$ cat src/rtl/loader_pkg.sv
// Shared types for the program loader: FSM state encoding and counter sizing.
`timescale 1ns/1ps
package loader_pkg;

  typedef enum logic [2:0] {
    IDLE  = 3'd0,
    LOAD  = 3'd1,
    FILL  = 3'd2,
    CHECK = 3'd3,
    DONE  = 3'd4,
    ERROR = 3'd5
  } state_t;

  // One extra bit so the slot counter can reach PROGRAM_SIZE without wrapping.
  function automatic int LOADER_CNT_W(input int program_size);
    return $clog2(program_size) + 1;
  endfunction

endpackage

$ cat src/rtl/loader_xor_acc.sv
// Running XOR of accepted stream words; clr wins over en.
`timescale 1ns/1ps
module loader_xor_acc #(
  parameter int W = 16
) (
  input  logic         clk,
  input  logic         rst,
  input  logic         clr,
  input  logic         en,
  input  logic [W-1:0] din,
  output logic [W-1:0] acc
);

  always_ff @(posedge clk or posedge rst) begin
    if (rst) begin
      acc <= '0;
    end else if (clr) begin
      acc <= '0;
    end else if (en) begin
      acc <= acc ^ din;
    end
  end

endmodule

$ cat src/rtl/program_loader.sv
// Streams instruction words into program memory, pads unused slots, then releases the CPU.
// Optional checksum stage enabled by defining LOADER_CHECKSUM_EN.
`timescale 1ns/1ps
module program_loader
  import loader_pkg::*;
#(
  parameter int                    INSTR_SIZE   = 16,
  parameter int                    ADDR_SIZE    = 5,
  parameter int                    PROGRAM_SIZE = 16,
  parameter logic [INSTR_SIZE-1:0] FILL_WORD    = '0
) (
  input  logic                  clk,
  input  logic                  rst,
  input  logic                  start,
  input  logic                  in_valid,
  output logic                  in_ready,
  input  logic [INSTR_SIZE-1:0] in_instr,
  input  logic                  in_last,
  output logic                  mem_we,
  output logic [ADDR_SIZE-1:0]  mem_addr,
  output logic [INSTR_SIZE-1:0] mem_wdata,
  output logic                  busy,
  output logic                  cpu_run,
  output logic                  error,
  output state_t                state_dbg
);

  localparam int               CNT_W     = LOADER_CNT_W(PROGRAM_SIZE);
  localparam logic [CNT_W-1:0] LAST_SLOT = CNT_W'(PROGRAM_SIZE - 1);

`ifdef LOADER_CHECKSUM_EN
  localparam state_t END_STATE = CHECK;
`else
  localparam state_t END_STATE = DONE;
`endif

  state_t           state, state_d;
  logic [CNT_W-1:0] cnt, cnt_d;
  logic             accept;
  logic             start_ok;
  logic             load_accept;

  // Handshake: a word transfers on a rising edge where in_valid and in_ready are both 1;
  // in_ready depends only on state, never on in_valid.
  assign in_ready    = (state == LOAD) || (state == CHECK);
  assign accept      = in_valid && in_ready;
  assign busy        = (state == LOAD) || (state == FILL) || (state == CHECK);
  assign start_ok    = start && !busy;
  assign load_accept = (state == LOAD) && accept;
  assign state_dbg   = state;

`ifdef LOADER_CHECKSUM_EN
  logic [INSTR_SIZE-1:0] csum;
  logic                  error_q;

  loader_xor_acc #(.W(INSTR_SIZE)) u_xor_acc (
    .clk (clk),
    .rst (rst),
    .clr (start_ok),
    .en  (load_accept),
    .din (in_instr),
    .acc (csum)
  );

  always_ff @(posedge clk or posedge rst) begin
    if (rst) error_q <= 1'b0;
    else     error_q <= (state_d == ERROR);
  end

  assign error = error_q;
`else
  assign error = 1'b0;
`endif

  always_comb begin
    state_d = state;
    cnt_d   = cnt;
    case (state)
      IDLE, DONE, ERROR: begin
        if (start) begin
          state_d = LOAD;
          cnt_d   = '0;
        end
      end
      LOAD: begin
        if (accept) begin
          cnt_d = cnt + 1'b1;
          if (in_last || cnt == LAST_SLOT) begin
            state_d = (cnt != LAST_SLOT) ? FILL : END_STATE;
          end
        end
      end
      FILL: begin
        cnt_d = cnt + 1'b1;
        if (cnt == LAST_SLOT) state_d = END_STATE;
      end
`ifdef LOADER_CHECKSUM_EN
      CHECK: begin
        if (accept) state_d = (in_instr == csum) ? DONE : ERROR;
      end
`endif
      default: state_d = IDLE;
    endcase
  end

  always_ff @(posedge clk or posedge rst) begin
    if (rst) begin
      state     <= IDLE;
      cnt       <= '0;
      mem_we    <= 1'b0;
      mem_addr  <= '0;
      mem_wdata <= '0;
      cpu_run   <= 1'b0;
    end else begin
      state   <= state_d;
      cnt     <= cnt_d;
      mem_we  <= load_accept || (state == FILL);
      // Run asserts one cycle after DONE is entered, so the last write lands first.
      cpu_run <= (state == DONE) && (state_d == DONE);
      if (load_accept) begin
        mem_addr  <= ADDR_SIZE'(cnt);
        mem_wdata <= in_instr;
      end else if (state == FILL) begin
        mem_addr  <= ADDR_SIZE'(cnt);
        mem_wdata <= FILL_WORD;
      end
    end
  end

endmodule
$ cat config.mk
export PLATFORM = sky130hd
export DESIGN_NAME = program_loader
export DESIGN_NICKNAME = d
export VERILOG_FILES = /design/src/rtl/loader_pkg.sv /design/src/rtl/loader_xor_acc.sv /design/src/rtl/program_loader.sv
export SDC_FILE = /design/constraint.sdc
export NUM_CORES = 1
export LEC_CHECK = 0
export CORE_ASPECT_RATIO = 2
export CORE_MARGIN = 1
export CORE_UTILIZATION = 37
export CTS_BUF_LIST = sky130_fd_sc_hd__clkbuf_8
export DETAILED_ROUTE_END_ITERATION = 8
export PLACE_DENSITY = 0.81
export SLEW_MARGIN = 40
export SYNTH_ARGS = -nofsm -noshare
export SYNTH_HDL_FRONTEND = slang
export SYNTH_SLANG_ARGS = --single-unit
$ cat constraint.sdc
create_clock -name clk -period 1.5 [get_ports clk]
set_clock_uncertainty 0.15 [all_clocks]
set_input_delay 0.3 -clock clk [delete_from_list [all_inputs] [get_ports clk]]
set_output_delay 0.3 -clock clk [all_outputs]
set_load 0.01 [all_outputs]
* Yosys cells after proc, flatten, opt, wreduce, memory -nomap -nowiden
Cells that the tools add are included.
** Word-level totals
- ROM bits :: 0
- Bits in writable memories :: 0
- Bits in registers :: 31
- Word-level logic and storage cells :: 43
- Memories kept :: 0
- Bits of input ports :: 21
- Latch bits :: 0
** Operators by class
- Multipliers :: 0
- Bitwise operators :: 0
- Shift operators :: 0
- Reduce and logical (&&, ||, !) cells :: 13
- $lt $le $gt $ge :: 0
- Equal/unequal tests :: 10
- Add/subtract/negate cells :: 1
- Mux-type cells :: 13
- Divide/modulo/power cells :: 0
** Operator list (count)
- two-way mux 16 bit :: 2
- two-way mux 5 bit :: 4
- two-way mux 3 bit :: 5
- case mux 5 bit (3 select lines) :: 1
- equality test 3 bit, second input constant :: 3
- case mux 3 bit (3 select lines) :: 1
- equality test 3 x 2 -> 1 bit, second input constant :: 2
- adder 5 x 1 -> 5 bit, second input constant :: 1
- equality test 5 x 4 -> 1 bit, second input constant :: 1
- logical OR 1 bit :: 5
- != test 5 x 4 -> 1 bit, second input constant :: 1
- != test 2 bit, second input constant :: 2
- equality test 3 x 1 -> 1 bit, second input constant :: 1
- logical AND 1 bit :: 3
- zero test 3 bit :: 1
- AND reduction 3 bit :: 1
- nonzero test 3 bit :: 1
- OR reduction 3 bit :: 1
- nonzero test 2 bit :: 1

* Longest topological paths before layout
Gate-level depths: netlist (run 1).
- Depth in word-level cells :: 7
- Mapped depth :: 7
- Depth with buffers taken out :: 6

* Least setup slack after synthesis (run 1)
OpenSTA, ideal clock, no wires.
- Kind :: register to register
- Start point :: reg state[2], in the netlist state_dbg[2]
- End point :: reg cnt[1]
- Path buffers :: 2
- Period minus slack after synthesis :: 1.607 ns
- Required time :: 1.229 ns
- Arrival :: 1.336 ns
- Stages on the path, launching flop included :: 7
- Slack :: -0.107 ns
- Setup time :: 0.121 ns
- Path through :: dfrtp_1 buf_4 nor4bb_4 buf_6 a31oi_4 and2_4 a22o_1
** Between the ends
- Cells in the longest elaborated chain, start to end :: 5
** RTL lines
- start, declared :: RTL line program_loader.sv:37 : state_t state, state_d;
- start signal, assigned :: RTL line program_loader.sv:115 : state <= state_d;
- equality test 3 x 1 -> 1 bit or equality test 3 x 2 -> 1 bit (tied branches) :: RTL line program_loader.sv:45, program_loader.sv:78
- logical OR 1 bit :: RTL line program_loader.sv:45 : assign in_ready = (state == LOAD) || (state == CHECK);
- logical AND 1 bit :: RTL line program_loader.sv:46 : assign accept = in_valid && in_ready;
- != test 2 bit (no source line)
- AND reduction 3 bit (no source line)
- end signal, assigned :: RTL line program_loader.sv:116 : cnt <= cnt_d;
- end, declared :: RTL line program_loader.sv:38 : logic [CNT_W-1:0] cnt, cnt_d;
Several ways; a longest one is shown, not always the timed one.
A chain may end at the register's enable or synchronous reset.

* Worst setup path in the final report (run 1)
- Start point :: reg state[2], in the netlist state_dbg[2]
- End point :: reg cnt[2]
Same word-level chain as after synthesis.

==> metrics, run 1 <==
status=finished with violations; violated checks=negative setup slack; ys flop type=dfrtp_1; Max Cap Viol=0; WL final=4.069 mm; Final Hold Violating Endpoints=0; Yosys cell types=32; H-tree Lvls=2; share of cells above drive strength 1=35.33%; Final Critical Period=1.750 ns; TritonCTS clock tree=done; most frequent cells in the layout=dfrtp_1, dlygate4sd2_1, clkdlybuf4s50_1, a22o_1, buf_4; Boundary Pins=50; Worst Hold Class=primary input to async pin; fmax=571.5 MHz; first-pass GRT wire length=5.568 mm; Die Wd=45.23 um; Finish-stage setup viols=30; initial antenna violation count=0; # port buffers=48; pin count of the biggest net entering global routing=32; worst-case reg-to-reg path depth=5; dpl hpwl=2.412 mm; Critical Path End=cnt[2]; P&R area growth vs syn=68.87%; worst-skew pair later-pin latency=0.28 ns; crit path from=state_dbg[2]; detailed-route vias per instance=4.996; Critical Path End Type=flip-flop; CP startpoint kind=flip-flop; LEAKAGE=1.135 nW; fin nets=207; gpl congestion=0.7648; Clk pin slew, worst setup/hold paths=0.06 ns; Synth Register Bits=31; crit share post-route=116.6%; Post-Syn Area=1383 sq um; Die Ht=88.45 um; Syn Inst Count=107; ant diodes=0; reg2reg setup slack=-0.25 ns; DRT iter0 DRCs=24; fin util=64.72%; CTS Buf Count=5; core area=3607 sq um; overall routing resource usage=19.86%; critical path class=flip-flop to flip-flop; worst path required time=1.53 ns; vias in the first global route=1,178; DR vias=1,164; clk buf depth=2; final slew viol count=0; Post-synth ARST share=100.0%; CP max FO=4; pwr dens=1983 nW/um^2; EDFF count, synth=0; placed cells=209; routed length per instance=17.46 um; RSZ-0062 raised after global routing=true; most common cell after layout, fill and taps aside=dfrtp_1; total gr overflow=0; die area=4000 sq um; Root Buffer=clkbuf_8; Syn Nets=130; yosys warns=0; setup TNS=-4.228 ns; DRC Markers=0; FP Rows=31; Seq/Total Area, Yosys=56.11%; Mean Syn Cell Area=12.92 sq um; total power=4.631 mW; router iterations before antenna repair=4; Initial Util=38.33%; fin area=2335 sq um; Layout Cells excl Fill=233; Reg2Reg Capture Point=cnt[2]; CTS Sinks=31; worst r2r src=state_dbg[2]; arrival time of the worst setup path=1.78 ns; dpl cell area=1994 sq um; Max IR drop VDD=1.069 mV; final worst-path setup slack=-0.2497 ns; Post-DRT Antenna Nets=0
[layer usage]
layer	up-vias	track usage (%)	part of all wire [%]
met5	-	0	0
met4	0	9.917	2.7
met3	10	5.714	5.7
met2	51	35.57	57
met1	571	19.87	35
li1	532	-	-
[stage by stage]
step / hold WS, ns / setup slack (ns)
4_1_cts: 0.2183 / -0.2156
2_1_floorplan: 0.2157 / -0.1029
3_5_place_dp: 0.3308 / -0.4414
5_1_grt: 0.2406 / -0.3544
3_3_place_gp: 0.3214 / -0.3705
6_report: 0.2081 / -0.2497
[area by class of cell]
cell class	count	area (sq um)
tap	49	61.31
fill	280	1272
clock buffer	6	82.58
clock inverter	1	5.005
timing repair buffer	79	813.3
sequential	31	779.5
inverter	6	22.52
multi-input combinational	61	570.5
[registers in the layout (all words and copies together), names as in the netlist]
| register | count |
|---|---|
| cnt | 5 |
| cpu_run | 1 |
| mem_addr | 5 |
| mem_wdata | 16 |
| mem_we | 1 |
| state_dbg | 3 |
[how the worst min path moves through the flow]
stage,slack (ns),depth (start not counted),to,startpoint
finish,0.21,3,mem_addr[4],rst
global route,0.24,3,mem_addr[4],rst
CTS,0.22,3,mem_wdata[9],rst
detailed placement,0.33,1,cnt[4],cnt[4]
global placement,0.32,1,cnt[4],cnt[4]
floorplan,0.22,1,cpu_run,start
[worst max-delay path, stage by stage, from the launching register on]
cell      delay (ns)
dfrtp_2         0.45
buf_12          0.14
nor4bb_4        0.38
a31oi_4         0.09
a21boi_2        0.17
mux2i_1         0.26
[timing repair]
item	4_1_cts	5_1_grt
gates cloned	1	2
setup endpoints to repair	57	33
pin swaps	4	6
endpoints found under the hold margin	0	0
setup buffers	10	6
resized for setup	60	16
hold buffers	0	0
[kinds of logic after synthesis]
family | Yosys count | synth area share (%)
other cells | 1 | 0.2712
fa+ha+maj | 2 | 1.810
simple gates | 22 | 10.68
flops | 31 | 56.11
mux | 6 | 4.706
compound gates | 30 | 18.28
buf+inv | 15 | 8.144
[power breakdown]
group | switching [mW] | internal (mW)
Clock | 0.299 | 0.359
Combinational | 1.05 | 1.51
Sequential | 0.227 | 1.18
Total | 1.58 | 3.06
[cells in the mapped netlist, types with 2 or more instances]
cell / number / area, sq um
buf_4: 3 / 22.52
ha_1: 2 / 25.02
a22o_1: 17 / 148.9
nand2b_1: 4 / 25.02
mux2_2: 4 / 45.04
nand2_1: 3 / 11.26
inv_1: 6 / 22.52
nor2_1: 4 / 15.01
mux2i_1: 2 / 20.02
buf_6: 6 / 67.56
nand3_1: 2 / 10.01
o21ai_0: 3 / 15.01
dfrtp_1: 31 / 775.7
a21o_1: 2 / 15.01
Power figures use the tool's default switching activity.
==> inputs of run 2 (changes only) <==
PLACE_DENSITY = 0.78   (was 0.81)
SKIP_CTS_REPAIR_TIMING = 1   (was default)
clock period = 1.7 ns   (was 1.5 ns; I/O delays follow)
==> metrics, run 2 (synthesis results as in run 1) <==
status=finished with violations; violated checks=design-rule violations; critical path's slowest cell=clkdlybuf4s50_1; Layout Cells excl Fill=217; Boundary Pins=50; most common cell after layout, fill and taps aside=clkdlybuf4s50_1; detailed-route vias per instance=5.051; first-pass GRT wire length=4.981 mm; clk buf depth=2; H-tree Lvls=2; Root Buffer=clkbuf_8; worst path required time=1.21 ns; P&R area growth vs syn=50.77%; Top Family by Delay on Critical Path=buffers and inverters; CTS Sinks=31; Final Critical Period=1.674 ns; WL final=3.212 mm; Reg2Reg Capture Point=cnt[1]; Final Hold Violating Endpoints=0; core area=3607 sq um; Max IR drop VDD=0.7736 mV; CP max FO=2; worst r2r src=state_dbg[1]; arrival time of the worst setup path=1.18 ns; critical path class=flip-flop to primary output; ant diodes=0; final slew viol count=0; Post-DRT Antenna Nets=0; routed length per instance=14.80 um; most flop-heavy register=mem_wdata; initial antenna violation count=0; number of buffers and inverters on the critical path=1; DRC Markers=1; crit share post-route=98.44%; worst-skew pair later-pin latency=0.28 ns; pin count of the biggest net entering global routing=32; dpl hpwl=2.410 mm; router iterations before antenna repair=6; worst-case reg-to-reg path depth=5; most frequent cells in the layout=clkdlybuf4s50_1, dfrtp_1, a22o_1, buf_4, dlymetal6s2s_1; fin nets=191; reg2reg setup slack=0.04 ns; DR vias=1,096; flip-flop count of the largest register after layout=16; Initial Util=38.33%; DRT iter0 DRCs=11; overall routing resource usage=17.33%; setup TNS=0 ns; placed cells=209; Clk pin slew, worst setup/hold paths=0.06 ns; vias in the first global route=1,123; crit-path cells=clkdlybuf4s50_1; gpl congestion=0.8444; total gr overflow=0; FP Rows=31; TritonCTS clock tree=done; CP startpoint kind=flip-flop; Largest regs=mem_wdata (16), cnt (5), mem_addr (5); Worst Hold Class=primary input to async pin; fmax=597.5 MHz; share of cells above drive strength 1=22.02%; Max Cap Viol=0; # port buffers=48; Critical Path End Type=primary output; total power=3.583 mW; Worst path max stage delay=0.56 ns; Finish-stage setup viols=0; CTS Buf Count=5; LEAKAGE=1.030 nW; pwr dens=1719 nW/um^2; die area=4000 sq um; Die Wd=45.23 um; Die Ht=88.45 um; final hold slack=0.2936 ns
[run 2: layout make-up]
class	count	area, sq um
Sequential cell	31	777.0
Tap cell	49	61.31
Clock buffer	6	82.58
Fill cell	312	1523
Timing Repair Buffer	63	621.8
Inverter	6	22.52
Multi-Input combinational cell	61	514.2
Clock inverter	1	5.005
[run 2: per-layer routing]
| metal | track usage, % | part of all wire (%) | vias to the layer above |
|---|---|---|---|
| met5 | 0 | 0 | - |
| met3 | 4.490 | 4.7 | 9 |
| met4 | 10.74 | 3.4 | 0 |
| met1 | 16.73 | 36 | 543 |
| li1 | - | - | 504 |
| met2 | 30.96 | 56 | 40 |
[run 2: report_power, final]
| group | internal [mW] | leakage [nW] | switching [mW] | total, mW |
|---|---|---|---|---|
| combinational | 1.05 | 0.584 | 0.734 | 1.79 |
| sequential | 1.04 | 0.399 | 0.186 | 1.23 |
| clock | 0.317 | 0.0470 | 0.253 | 0.570 |
| total | 2.41 | 1.03 | 1.17 | 3.58 |
[run 2: tightest hold or removal path, stage by stage]
cell	delay [ns]
clkdlybuf4s50_1	0.40
inv_1	0.05
buf_4	0.35
[run 2: worst max-delay path by stage]
stage                            start             to  slack, ns  depth (start not counted)
final                      mem_addr[1]    mem_addr[1]       0.03                          1
after floorplan           state_dbg[2]         cnt[1]       0.09                          6
after detailed placement      in_valid  mem_wdata[14]      -0.32                          5
after global placement        in_valid  mem_wdata[12]      -0.24                          5
after global routing      state_dbg[1]         cnt[1]     -0.004                          5
after CTS                 state_dbg[0]       in_ready      -0.29                          2
[run 2: per-stage QoR]
step | cell area (sq um) | setup slack [ns] | util (%)
finish | 2085 | 0.02644 | 57.79
global route | 2085 | -0.003558 | 57.79
CTS | 2027 | -0.2891 | 56.19
detailed placement | 1939 | -0.3162 | 53.76
global placement | 1939 | -0.2388 | 53.76
floorplan | 1383 | 0.09343 | -
